`config.mk`:
```
export PLATFORM = sky130hd
export DESIGN_NAME = cpu_sequencer
export DESIGN_NICKNAME = d
export VERILOG_FILES = /design/src/rtl/cpu_pkg.sv /design/src/rtl/cond_eval.sv /design/src/rtl/cpu_sequencer.sv
export SDC_FILE = /design/constraint.sdc
export NUM_CORES = 1
export LEC_CHECK = 0
export CORE_ASPECT_RATIO = 0.8
export CORE_MARGIN = 2
export CORE_UTILIZATION = 35
export CTS_CLUSTER_SIZE = 10
export DETAILED_ROUTE_END_ITERATION = 16
export PLACE_DENSITY = 0.8
export SLEW_MARGIN = 10
export SYNTH_ARGS = -nofsm -noshare
export SYNTH_HDL_FRONTEND = slang
export SYNTH_SLANG_ARGS = --single-unit
export TNS_END_PERCENT = 100
```
`constraint.sdc`:
```
create_clock -name Clk -period 2 [get_ports Clk]
set_input_delay 0.4 -clock Clk [delete_from_list [all_inputs] [get_ports Clk]]
set_output_delay 0.4 -clock Clk [all_outputs]
set_load 0.02 [all_outputs]
```
`src/rtl/cpu_pkg.sv`:
```
// ----------------------------------------------------------------------------
// cpu_pkg: shared encodings for the master CPU control path.   Rev 1.0
// ----------------------------------------------------------------------------
`default_nettype none

package cpu_pkg;

  typedef enum logic [2:0] {
    ST_IDLE      = 3'd0,
    ST_FETCH     = 3'd1,
    ST_DECODE    = 3'd2,
    ST_EXECUTE   = 3'd3,
    ST_MEMORY    = 3'd4,
    ST_WRITEBACK = 3'd5,
    ST_HALT      = 3'd6
  } state_t;

  localparam logic [3:0] OP_LDR  = 4'hA;
  localparam logic [3:0] OP_STR  = 4'hB;
  localparam logic [3:0] OP_B    = 4'hC;
  localparam logic [3:0] OP_HALT = 4'hF;

  localparam logic [3:0] COND_AL = 4'h0;
  localparam logic [3:0] COND_EQ = 4'h1;
  localparam logic [3:0] COND_NE = 4'h2;
  localparam logic [3:0] COND_CS = 4'h3;
  localparam logic [3:0] COND_CC = 4'h4;
  localparam logic [3:0] COND_MI = 4'h5;
  localparam logic [3:0] COND_PL = 4'h6;
  localparam logic [3:0] COND_VS = 4'h7;
  localparam logic [3:0] COND_VC = 4'h8;
  localparam logic [3:0] COND_HI = 4'h9;
  localparam logic [3:0] COND_LS = 4'hA;
  localparam logic [3:0] COND_GE = 4'hB;
  localparam logic [3:0] COND_LT = 4'hC;
  localparam logic [3:0] COND_GT = 4'hD;
  localparam logic [3:0] COND_LE = 4'hE;
  localparam logic [3:0] COND_NV = 4'hF;

  // Instruction word layout; a branch reuses the SHFT field as its target.
  localparam int COND_HI_B = 31;
  localparam int COND_LO_B = 28;
  localparam int OPC_HI_B  = 27;
  localparam int OPC_LO_B  = 24;
  localparam int S_B       = 23;
  localparam int DEST_HI_B = 22;
  localparam int DEST_LO_B = 19;
  localparam int SRC2_HI_B = 18;
  localparam int SRC2_LO_B = 15;
  localparam int SRC1_HI_B = 14;
  localparam int SRC1_LO_B = 11;
  localparam int SHFT_HI_B = 10;
  localparam int SHFT_LO_B = 3;
  localparam int MOV_HI_B  = 2;
  localparam int MOV_LO_B  = 0;

  localparam int FLAG_N = 3;
  localparam int FLAG_Z = 2;
  localparam int FLAG_C = 1;
  localparam int FLAG_V = 0;

  function automatic logic is_mem_op(input logic [3:0] opc);
    return (opc == OP_LDR) || (opc == OP_STR);
  endfunction

endpackage

`default_nettype wire

```
`src/rtl/cond_eval.sv`:
```
// ----------------------------------------------------------------------------
// cond_eval: combinational condition-code check against NZCV.   Rev 1.0
// ----------------------------------------------------------------------------
`default_nettype none

module cond_eval
  import cpu_pkg::*;
(
  input  logic [3:0] cond_i,
  input  logic [3:0] nzcv_i,
  output logic       pass_o
);

  logic n, z, c, v;

  assign n = nzcv_i[FLAG_N];
  assign z = nzcv_i[FLAG_Z];
  assign c = nzcv_i[FLAG_C];
  assign v = nzcv_i[FLAG_V];

  always_comb begin
    pass_o = 1'b0;
    case (cond_i)
      COND_AL: pass_o = 1'b1;
      COND_EQ: pass_o = z;
      COND_NE: pass_o = !z;
      COND_CS: pass_o = c;
      COND_CC: pass_o = !c;
      COND_MI: pass_o = n;
      COND_PL: pass_o = !n;
      COND_VS: pass_o = v;
      COND_VC: pass_o = !v;
      COND_HI: pass_o = c && !z;
      COND_LS: pass_o = !c || z;
      COND_GE: pass_o = (n == v);
      COND_LT: pass_o = (n != v);
      COND_GT: pass_o = !z && (n == v);
      COND_LE: pass_o = z || (n != v);
      default: pass_o = 1'b0;
    endcase
  end

endmodule

`default_nettype wire

```
`src/rtl/cpu_sequencer.sv`:
```
// ----------------------------------------------------------------------------
// cpu_sequencer: multi-cycle fetch/decode/execute control unit.   Rev 1.0
// ----------------------------------------------------------------------------
`default_nettype none

module cpu_sequencer
  import cpu_pkg::*;
#(
  parameter int              PC_W     = 8,
  parameter int              MEM_WAIT = 1,
  parameter logic [PC_W-1:0] RESET_PC = '0
) (
  input  logic            Clk,
  input  logic            Reset,
  input  logic            Start,
  output logic            Imem_en,
  output logic            Imem_rw,
  output logic [15:0]     Imem_addr,
  input  logic [31:0]     Imem_data,
  output logic [31:0]     Instr,
  input  logic [3:0]      Flag_in,
  output logic [3:0]      Flag,
  output logic            Mem_en,
  output logic            Dmem_en,
  output logic            Dmem_rw,
  output logic            Reg_we,
  output logic [PC_W-1:0] Pc,
  output logic            Busy,
  output logic            Halted
);

  state_t            state_q, state_d;
  logic [PC_W-1:0]   pc_q, pc_d;
  logic [31:0]       instr_q, instr_d;
  logic [3:0]        flag_q, flag_d;
  logic [3:0]        wait_q, wait_d;

  logic [3:0]        opc;
  logic              pass;

  assign opc = instr_q[OPC_HI_B:OPC_LO_B];

  // Flags only change at WRITEBACK, so one evaluator serves EXECUTE and WRITEBACK.
  cond_eval u_cond_eval (
    .cond_i (instr_q[COND_HI_B:COND_LO_B]),
    .nzcv_i (flag_q),
    .pass_o (pass)
  );

  always_ff @(posedge Clk or negedge Reset) begin
    if (!Reset) begin
      state_q <= ST_IDLE;
      pc_q    <= RESET_PC;
      instr_q <= '0;
      flag_q  <= '0;
      wait_q  <= '0;
    end else begin
      state_q <= state_d;
      pc_q    <= pc_d;
      instr_q <= instr_d;
      flag_q  <= flag_d;
      wait_q  <= wait_d;
    end
  end

  always_comb begin
    state_d = state_q;
    pc_d    = pc_q;
    instr_d = instr_q;
    flag_d  = flag_q;
    wait_d  = wait_q;
    case (state_q)
      ST_IDLE: begin
        if (Start) state_d = ST_FETCH;
      end
      ST_FETCH: begin
        state_d = ST_DECODE;
      end
      ST_DECODE: begin
        instr_d = Imem_data;
        state_d = ST_EXECUTE;
      end
      ST_EXECUTE: begin
        if (pass && is_mem_op(opc))  state_d = ST_MEMORY;
        else if (pass && opc == OP_HALT) state_d = ST_HALT;
        else                         state_d = ST_WRITEBACK;
      end
      ST_MEMORY: begin
        if (wait_q == 4'(MEM_WAIT)) begin
          wait_d  = '0;
          state_d = ST_WRITEBACK;
        end else begin
          wait_d  = wait_q + 4'd1;
        end
      end
      ST_WRITEBACK: begin
        if (pass && instr_q[S_B]) flag_d = Flag_in;
        if (pass && opc == OP_B) pc_d = PC_W'(instr_q[SHFT_HI_B:SHFT_LO_B]);
        else                     pc_d = pc_q + PC_W'(1);
        state_d = ST_FETCH;
      end
      ST_HALT: begin
        state_d = ST_HALT;
      end
      default: begin
        state_d = ST_IDLE;
      end
    endcase
  end

  always_comb begin
    Imem_en = (state_q == ST_FETCH) || (state_q == ST_DECODE);
    Mem_en  = (state_q == ST_MEMORY);
    Dmem_en = (state_q == ST_MEMORY);
    Dmem_rw = (state_q == ST_MEMORY) && (opc == OP_LDR);
    Reg_we  = (state_q == ST_WRITEBACK) && pass &&
              (opc != OP_STR) && (opc != OP_B) && (opc != OP_HALT);
    Busy    = (state_q != ST_IDLE) && (state_q != ST_HALT);
    Halted  = (state_q == ST_HALT);
  end

  assign Imem_rw   = 1'b1;
  assign Imem_addr = 16'(pc_q);
  assign Instr     = instr_q;
  assign Flag      = flag_q;
  assign Pc        = pc_q;

endmodule

`default_nettype wire

```
==> impl_metrics.env, run 1 <==
export IMPL_outcome="complete, but fails checks"
export IMPL_violations="negative setup slack"
export IMPL_antenna_found_initial=0
export IMPL_drv_cap=0
export IMPL_powerDensity_nw_per_um2=1663
export IMPL_antenna_cells=0
export IMPL_p_leak_nw=1.831
export IMPL_initial_core_util=0.3671
export IMPL_fin_ws_ns=-0.3340
export IMPL_cp_num_buf_inv=1
export IMPL_netlist_area_sq_um=2765
export IMPL_firstDrtPassIters=4
export IMPL_synth_commonest_cells="dfrtp_1, mux2_2, buf_4"
export IMPL_r2r_slack_ns=-0.16
export IMPL_io_pins=107
export IMPL_drive_gt1_frac=0.3714
export IMPL_synthToLayoutAreaGrowth_pct=54.98
export IMPL_clockBufferDepth=2
export IMPL_wl_per_cell_um=15.13
export IMPL_drc=0
export IMPL_worst_setup_path_start_kind="register"
export IMPL_crit_family="compound AO/OA/AOI/OAI gates"
export IMPL_dieArea_sq_um=8632
export IMPL_yosys_area_top_type="dfrtp_1"
export IMPL_crit_cells=7
export IMPL_seq_area_frac_synth=0.4615
export IMPL_period_needed_ns=2.334
export IMPL_hold_viol=0
export IMPL_clock_latency_ns=0.31
export IMPL_cts_root_buffer="clkbuf_8"
export IMPL_finalCritPeriodShare=1.167
export IMPL_hpwlAfterDp_um=5123
export IMPL_nFillCells=652
export IMPL_grt_pass1_vias=2394
export IMPL_cpMaxStageDelayCell="dfrtp_2"
export IMPL_async_flop_share=1.000
export IMPL_cts_buffers=5
export IMPL_yosys_register_bits=51
export IMPL_path_max_fanout=7
export IMPL_die_w_um=103.4
export IMPL_cp_startpoint="Instr[29]"
export IMPL_cp_arrival_ns=1.93
export IMPL_ys_flop_type="dfrtp_1"
export IMPL_cts_sinks=51
export IMPL_min_path_type="in -> async"
export IMPL_ant_nets=0
export IMPL_cts_tree="done"
export IMPL_finClkSkew_ns=0.01046
export IMPL_synthCells=246
export IMPL_tightest_slew_ns=0.6587
export IMPL_worstSetupEndpointType="output pin"
export IMPL_portBuffers=97
export IMPL_crit_type="reg -> out"
export IMPL_wirelength_um=7292
export IMPL_via_per_inst=4.898
export IMPL_clock_fmax_ghz=0.4285
export IMPL_synth_most_common_cell="dfrtp_1"
export IMPL_whs_ns=0.09850
export IMPL_grt_setup_unrepaired="true"
export IMPL_dr_first_iter_drc_count=61
export IMPL_critPathMaxStageDelay_ns=0.44
export IMPL_vdd_ir_drop_max_mv=0.9190
export IMPL_synth_distinct_cells=58
export IMPL_core_sq_um=7532
export IMPL_overflow=0
export IMPL_avgSynthCellArea_sq_um=11.24
export IMPL_gp_congestion=0.7924
export IMPL_grt_max_degree=29
export IMPL_ctsHtreeMaxLevel=2
export IMPL_vias=2361
export IMPL_dieHeight_um=83.50
export IMPL_drv_slew=0
export IMPL_synth_area_leaders="dfrtp_1, mux2_2, buf_4, clkbuf_8, nand2_1"
export IMPL_clk_pin_slew_worst_paths_ns=0.10
export IMPL_r2r_start="Flag[0]"
export IMPL_slew_headroom=0.5609
export IMPL_num_rows=28
export IMPL_worstPathRequired_ns=1.60
export IMPL_grt_pass1_wl_um=11420
export IMPL_nets=416
export IMPL_grt_use_total=0.1684
export IMPL_finalSetupViolCount=12
export IMPL_reg2reg_depth=9
export IMPL_p_total_mw=7.127
export IMPL_synth_top_area_share=0.4615
export IMPL_path_cells="nor4bb_2, a31oi_1, o2111a_2, a21oi_4, nor2_2, nor4_4, buf_4"
export IMPL_synth_edf_count=0
export IMPL_ys_warn_count=0
==> metrics by stage <==
stage / std cells / TNS (ns) / utilization / cell area, sq um / worst slack, ns
6_report: 482 / -1.748 / 0.5689 / 4285 / -0.3340
5_1_grt: 482 / -2.660 / 0.5689 / 4285 / -0.4215
4_1_cts: 480 / -1.009 / 0.5573 / 4198 / -0.3506
3_5_place_dp: 467 / -1.459 / 0.5326 / 4011 / -0.4661
3_3_place_gp: 467 / -0.8131 / 0.5326 / 4011 / -0.4025
2_1_floorplan: 253 / -0.06947 / - / 2844 / -0.05459
==> placed cells by master, fill, tap and decap left out, types with 3 or more instances in the layout <==
master / n
clkdlybuf4s50_1: 88
buf_4: 47
dfrtp_1: 46
mux2_2: 32
nand2_1: 13
nor2_1: 9
conb_1: 9
nand3_1: 6
clkbuf_8: 6
buf_6: 6
dfrtp_2: 5
inv_1: 5
and3_1: 5
nor2b_1: 5
nand2b_1: 4
a31oi_1: 4
mux2_4: 4
nor3_1: 3
o21ai_0: 3
and2_2: 3
a311o_1: 3
buf_2: 3
dlygate4sd2_1: 3
==> layer usage <==
layer | part of all wire | vias up | track usage
met2 | 0.49 | 86 | 0.2639
met4 | 0.019 | 0 | 0.06938
met3 | 0.053 | 13 | 0.03601
met5 | 0 | - | 0
li1 | - | 1110 | -
met1 | 0.43 | 1152 | 0.2239
==> what timing repair did <==
action | 4_1_cts | 5_1_grt
gates resized for setup | 29 | 22
hold buffers | 0 | 0
gates cloned | 1 | 0
endpoints found under the setup margin | 17 | 19
pin swaps | 6 | 11
buffers inserted | 4 | 4
==> layout make-up <==
cell class	instances	area, sq um	share of cell area
clock inverter	2	16.27	0.003796
clock buffer	6	82.58	0.01927
timing repair buffer	149	1360	0.3174
multi-input combinational	164	1394	0.3253
tap	105	131.4	0.03066
inverter	5	18.77	0.004380
sequential	51	1282	0.2993
==> report_power, final <==
group | internal, mW | switching (mW)
Clock | 0.283 | 0.372
Combinational | 2.48 | 2.07
Sequential | 1.51 | 0.421
Total | 4.27 | 2.86
==> flip-flops by register name, summed over array words and instances (netlist names) <==
name,cells
Pc,8
state_q,3
Instr,32
wait_q,4
Flag,4
==> kinds of logic (layout without fill, tap and decap cells) <==
| logic type | Yosys count | count (layout) | share of synthesized area |
|---|---|---|---|
| flops | 51 | 51 | 0.4615 |
| fa+ha+maj | 1 | 1 | 0.004524 |
| other cells | 2 | 9 | 0.002716 |
| compound gates | 37 | 37 | 0.1027 |
| xor+xnor | 5 | 5 | 0.01584 |
| mux | 38 | 38 | 0.1538 |
| simple gates | 74 | 74 | 0.1539 |
| buf+inv | 38 | 162 | 0.1050 |
==> final timing paths <==
path	to
max	Reg_we
min	Instr[1]
max in group asynchronous	wait_q[2]
max reg2reg	Flag[0]
min reg2reg	wait_q[3]
min in group Clk	wait_q[3]
(Power assumes the default switching activity.)
==> run 2: changes to the inputs <==
DONT_BUFFER_PORTS = 1   (was default)
PLACE_DENSITY = 0.62   (was 0.8)
==> impl_metrics.env, run 2 (synthesized netlist as in run 1, its figures left out) <==
export IMPL_dieHeight_um=83.50
export IMPL_hold_viol=0
export IMPL_antenna_cells=0
export IMPL_nets=323
export IMPL_crit_type="reg -> out"
export IMPL_clockBufferDepth=2
export IMPL_fin_ws_ns=-0.4020
export IMPL_die_w_um=103.4
export IMPL_dieArea_sq_um=8632
export IMPL_switching_share=0.4350
export IMPL_gp_congestion=0.8570
export IMPL_grt_use_total=0.1529
export IMPL_drive_gt1_frac=0.4859
export IMPL_hpwlAfterDp_um=4501
export IMPL_clockPowerShare=0.124
export IMPL_grt_pass1_vias=1954
export IMPL_firstDrtPassIters=6
export IMPL_min_path_cells=2
export IMPL_path_cells="nor4bb_1, a31oi_1, o2111a_1, a21oi_2, nor2_2, nor4_4, buf_4"
export IMPL_period_needed_ns=2.402
export IMPL_core_sq_um=7532
export IMPL_reg2reg_depth=10
export IMPL_drc=0
export IMPL_mostFrequentLayoutCells="dfrtp_1, buf_4, mux2_2, nand2_1, conb_1"
export IMPL_clock_latency_ns=0.31
export IMPL_power_switching_mw=2.715
export IMPL_p_int_mw=3.526
export IMPL_largest_register_ff_count=32
export IMPL_io_pins=107
export IMPL_cts_buffers=5
export IMPL_overflow=0
export IMPL_finalSetupViolCount=13
export IMPL_worstSetupEndpointType="output pin"
export IMPL_dr_first_iter_drc_count=48
export IMPL_cts_tree="done"
export IMPL_p_leak_nw=1.481
export IMPL_final_common_cell="dfrtp_1"
export IMPL_drv_slew=0
export IMPL_worst_setup_path_start_kind="register"
export IMPL_initial_core_util=0.3671
export IMPL_vias=2012
export IMPL_wl_per_cell_um=16.93
export IMPL_antenna_found_initial=0
export IMPL_vdd_ir_drop_max_mv=0.6803
export IMPL_min_path_type="in -> reg"
export IMPL_cp_startpoint="Instr[30]"
export IMPL_worstPathRequired_ns=1.60
export IMPL_final_core_util=0.4556
export IMPL_min_from="Imem_data[29]"
export IMPL_p_seq_frac=0.374
export IMPL_grt_pass1_wl_um=10290
export IMPL_via_per_inst=5.172
export IMPL_finClkSkew_ns=0.01462
export IMPL_drv_cap=0
export IMPL_cp_arrival_ns=2.00
export IMPL_cts_root_buffer="clkbuf_8"
export IMPL_portBuffers=0
export IMPL_grt_max_degree=52
export IMPL_nFillCells=712
export IMPL_p_total_mw=6.241
export IMPL_finalCritPeriodShare=1.201
export IMPL_powerDensity_nw_per_um2=1818
export IMPL_violations="negative setup slack"
export IMPL_clk_pin_slew_worst_paths_ns=0.11
export IMPL_synthToLayoutAreaGrowth_pct=24.12
export IMPL_critPathMaxStageDelay_ns=0.47
export IMPL_grt_setup_unrepaired="true"
export IMPL_combPwrFrac=0.502
export IMPL_wirelength_um=6585
export IMPL_cts_sinks=51
export IMPL_cpMaxStageDelayCell="dfrtp_2"
export IMPL_num_rows=28
export IMPL_clock_fmax_ghz=0.4163
export IMPL_ant_nets=0
export IMPL_r2r_start="Flag[0]"
export IMPL_ctsHtreeMaxLevel=2
export IMPL_outcome="complete, but fails checks"
export IMPL_path_max_fanout=6
==> run 2: cell types whose count changed in the layout (fill, tap and decap cells not counted), sizes merged <==
cell,before,now
clkdlybuf4s50,88,0
dlygate4sd2,3,0
buf,56,55
bufinv,0,1
clkbuf,7,6
clkinv,1,0
clkinvlp,1,0
dlygate4sd3,0,1
dlymetal6s2s,1,0
inv,5,6
==> run 2: critical path, delay by kind of cell (launching register included) <==
family | cells | cell delay [ns]
buf+inv | 1 | 0.18
flops | 1 | 0.47
simple gates | 3 | 0.50
compound gates | 3 | 0.54
==> run 2: final cells by class <==
| cell class | instances | area (sq um) | share of cell area |
|---|---|---|---|
| Multi-Input combinational cell | 164 | 1385 | 0.4036 |
| Sequential cell | 51 | 1281 | 0.3733 |
| Timing Repair Buffer | 56 | 494.2 | 0.1440 |
| Tap cell | 105 | 131.4 | 0.03828 |
| Clock buffer | 6 | 82.58 | 0.02406 |
| Clock inverter | 2 | 38.79 | 0.01130 |
| Inverter | 5 | 18.77 | 0.005468 |
==> run 2: final timing paths <==
| check | endpoint | slack [ns] |
|---|---|---|
| worst max-delay path | Reg_we | -0.40 |
| worst min-delay path | Instr[29] | 0.22 |
| worst max register to register | Flag[3] | -0.15 |
| worst min register to register | wait_q[3] | 0.49 |
| max in group asynchronous | Instr[29] | 1.15 |
| min in group asynchronous | Instr[2] | 0.62 |
==> run 2: per-layer routing <==
layer,vias to the layer above,wire length (um),global-route usage
met4,0,104,0.04665
met1,1000,2881,0.2182
met3,11,427,0.03685
met5,-,0,0
met2,76,3171,0.2282
li1,925,-,-
==> run 2: stage by stage <==
stage	TNS, ns	cell area [sq um]	cells	hold slack (ns)	setup WS, ns
2_1_floorplan	-0.06947	2844	253	0.1044	-0.05459
3_3_place_gp	-0.3138	2998	362	0.1053	-0.06908
3_5_place_dp	-0.7162	2998	362	0.1053	-0.08781
4_1_cts	-1.161	3344	387	0.1980	-0.3415
6_report	-1.956	3432	389	0.2176	-0.4020
5_1_grt	-3.042	3432	389	0.2070	-0.4606
==> run 2: repair_timing <==
| item | in CTS | in global routing |
|---|---|---|
| setup buffers | 15 | 5 |
| setup endpoints to repair | 13 | 15 |
| hold buffers | 2 | 0 |
| endpoints found under the hold margin | 51 | 0 |
| pin swaps | 10 | 9 |
| cloned | 0 | 0 |
| gates resized for setup | 15 | 14 |
==> run 2: power groups by stage <==
stage          combinational (mW)  sequential [mW]  clock, mW
6_report                     3.14             2.33      0.773
3_5_place_dp                 2.57             2.36          0
4_1_cts                      2.97             2.33      0.799
3_3_place_gp                 2.52             2.35          0
5_1_grt                      3.38             2.42      0.852
2_1_floorplan                1.86             2.38          0
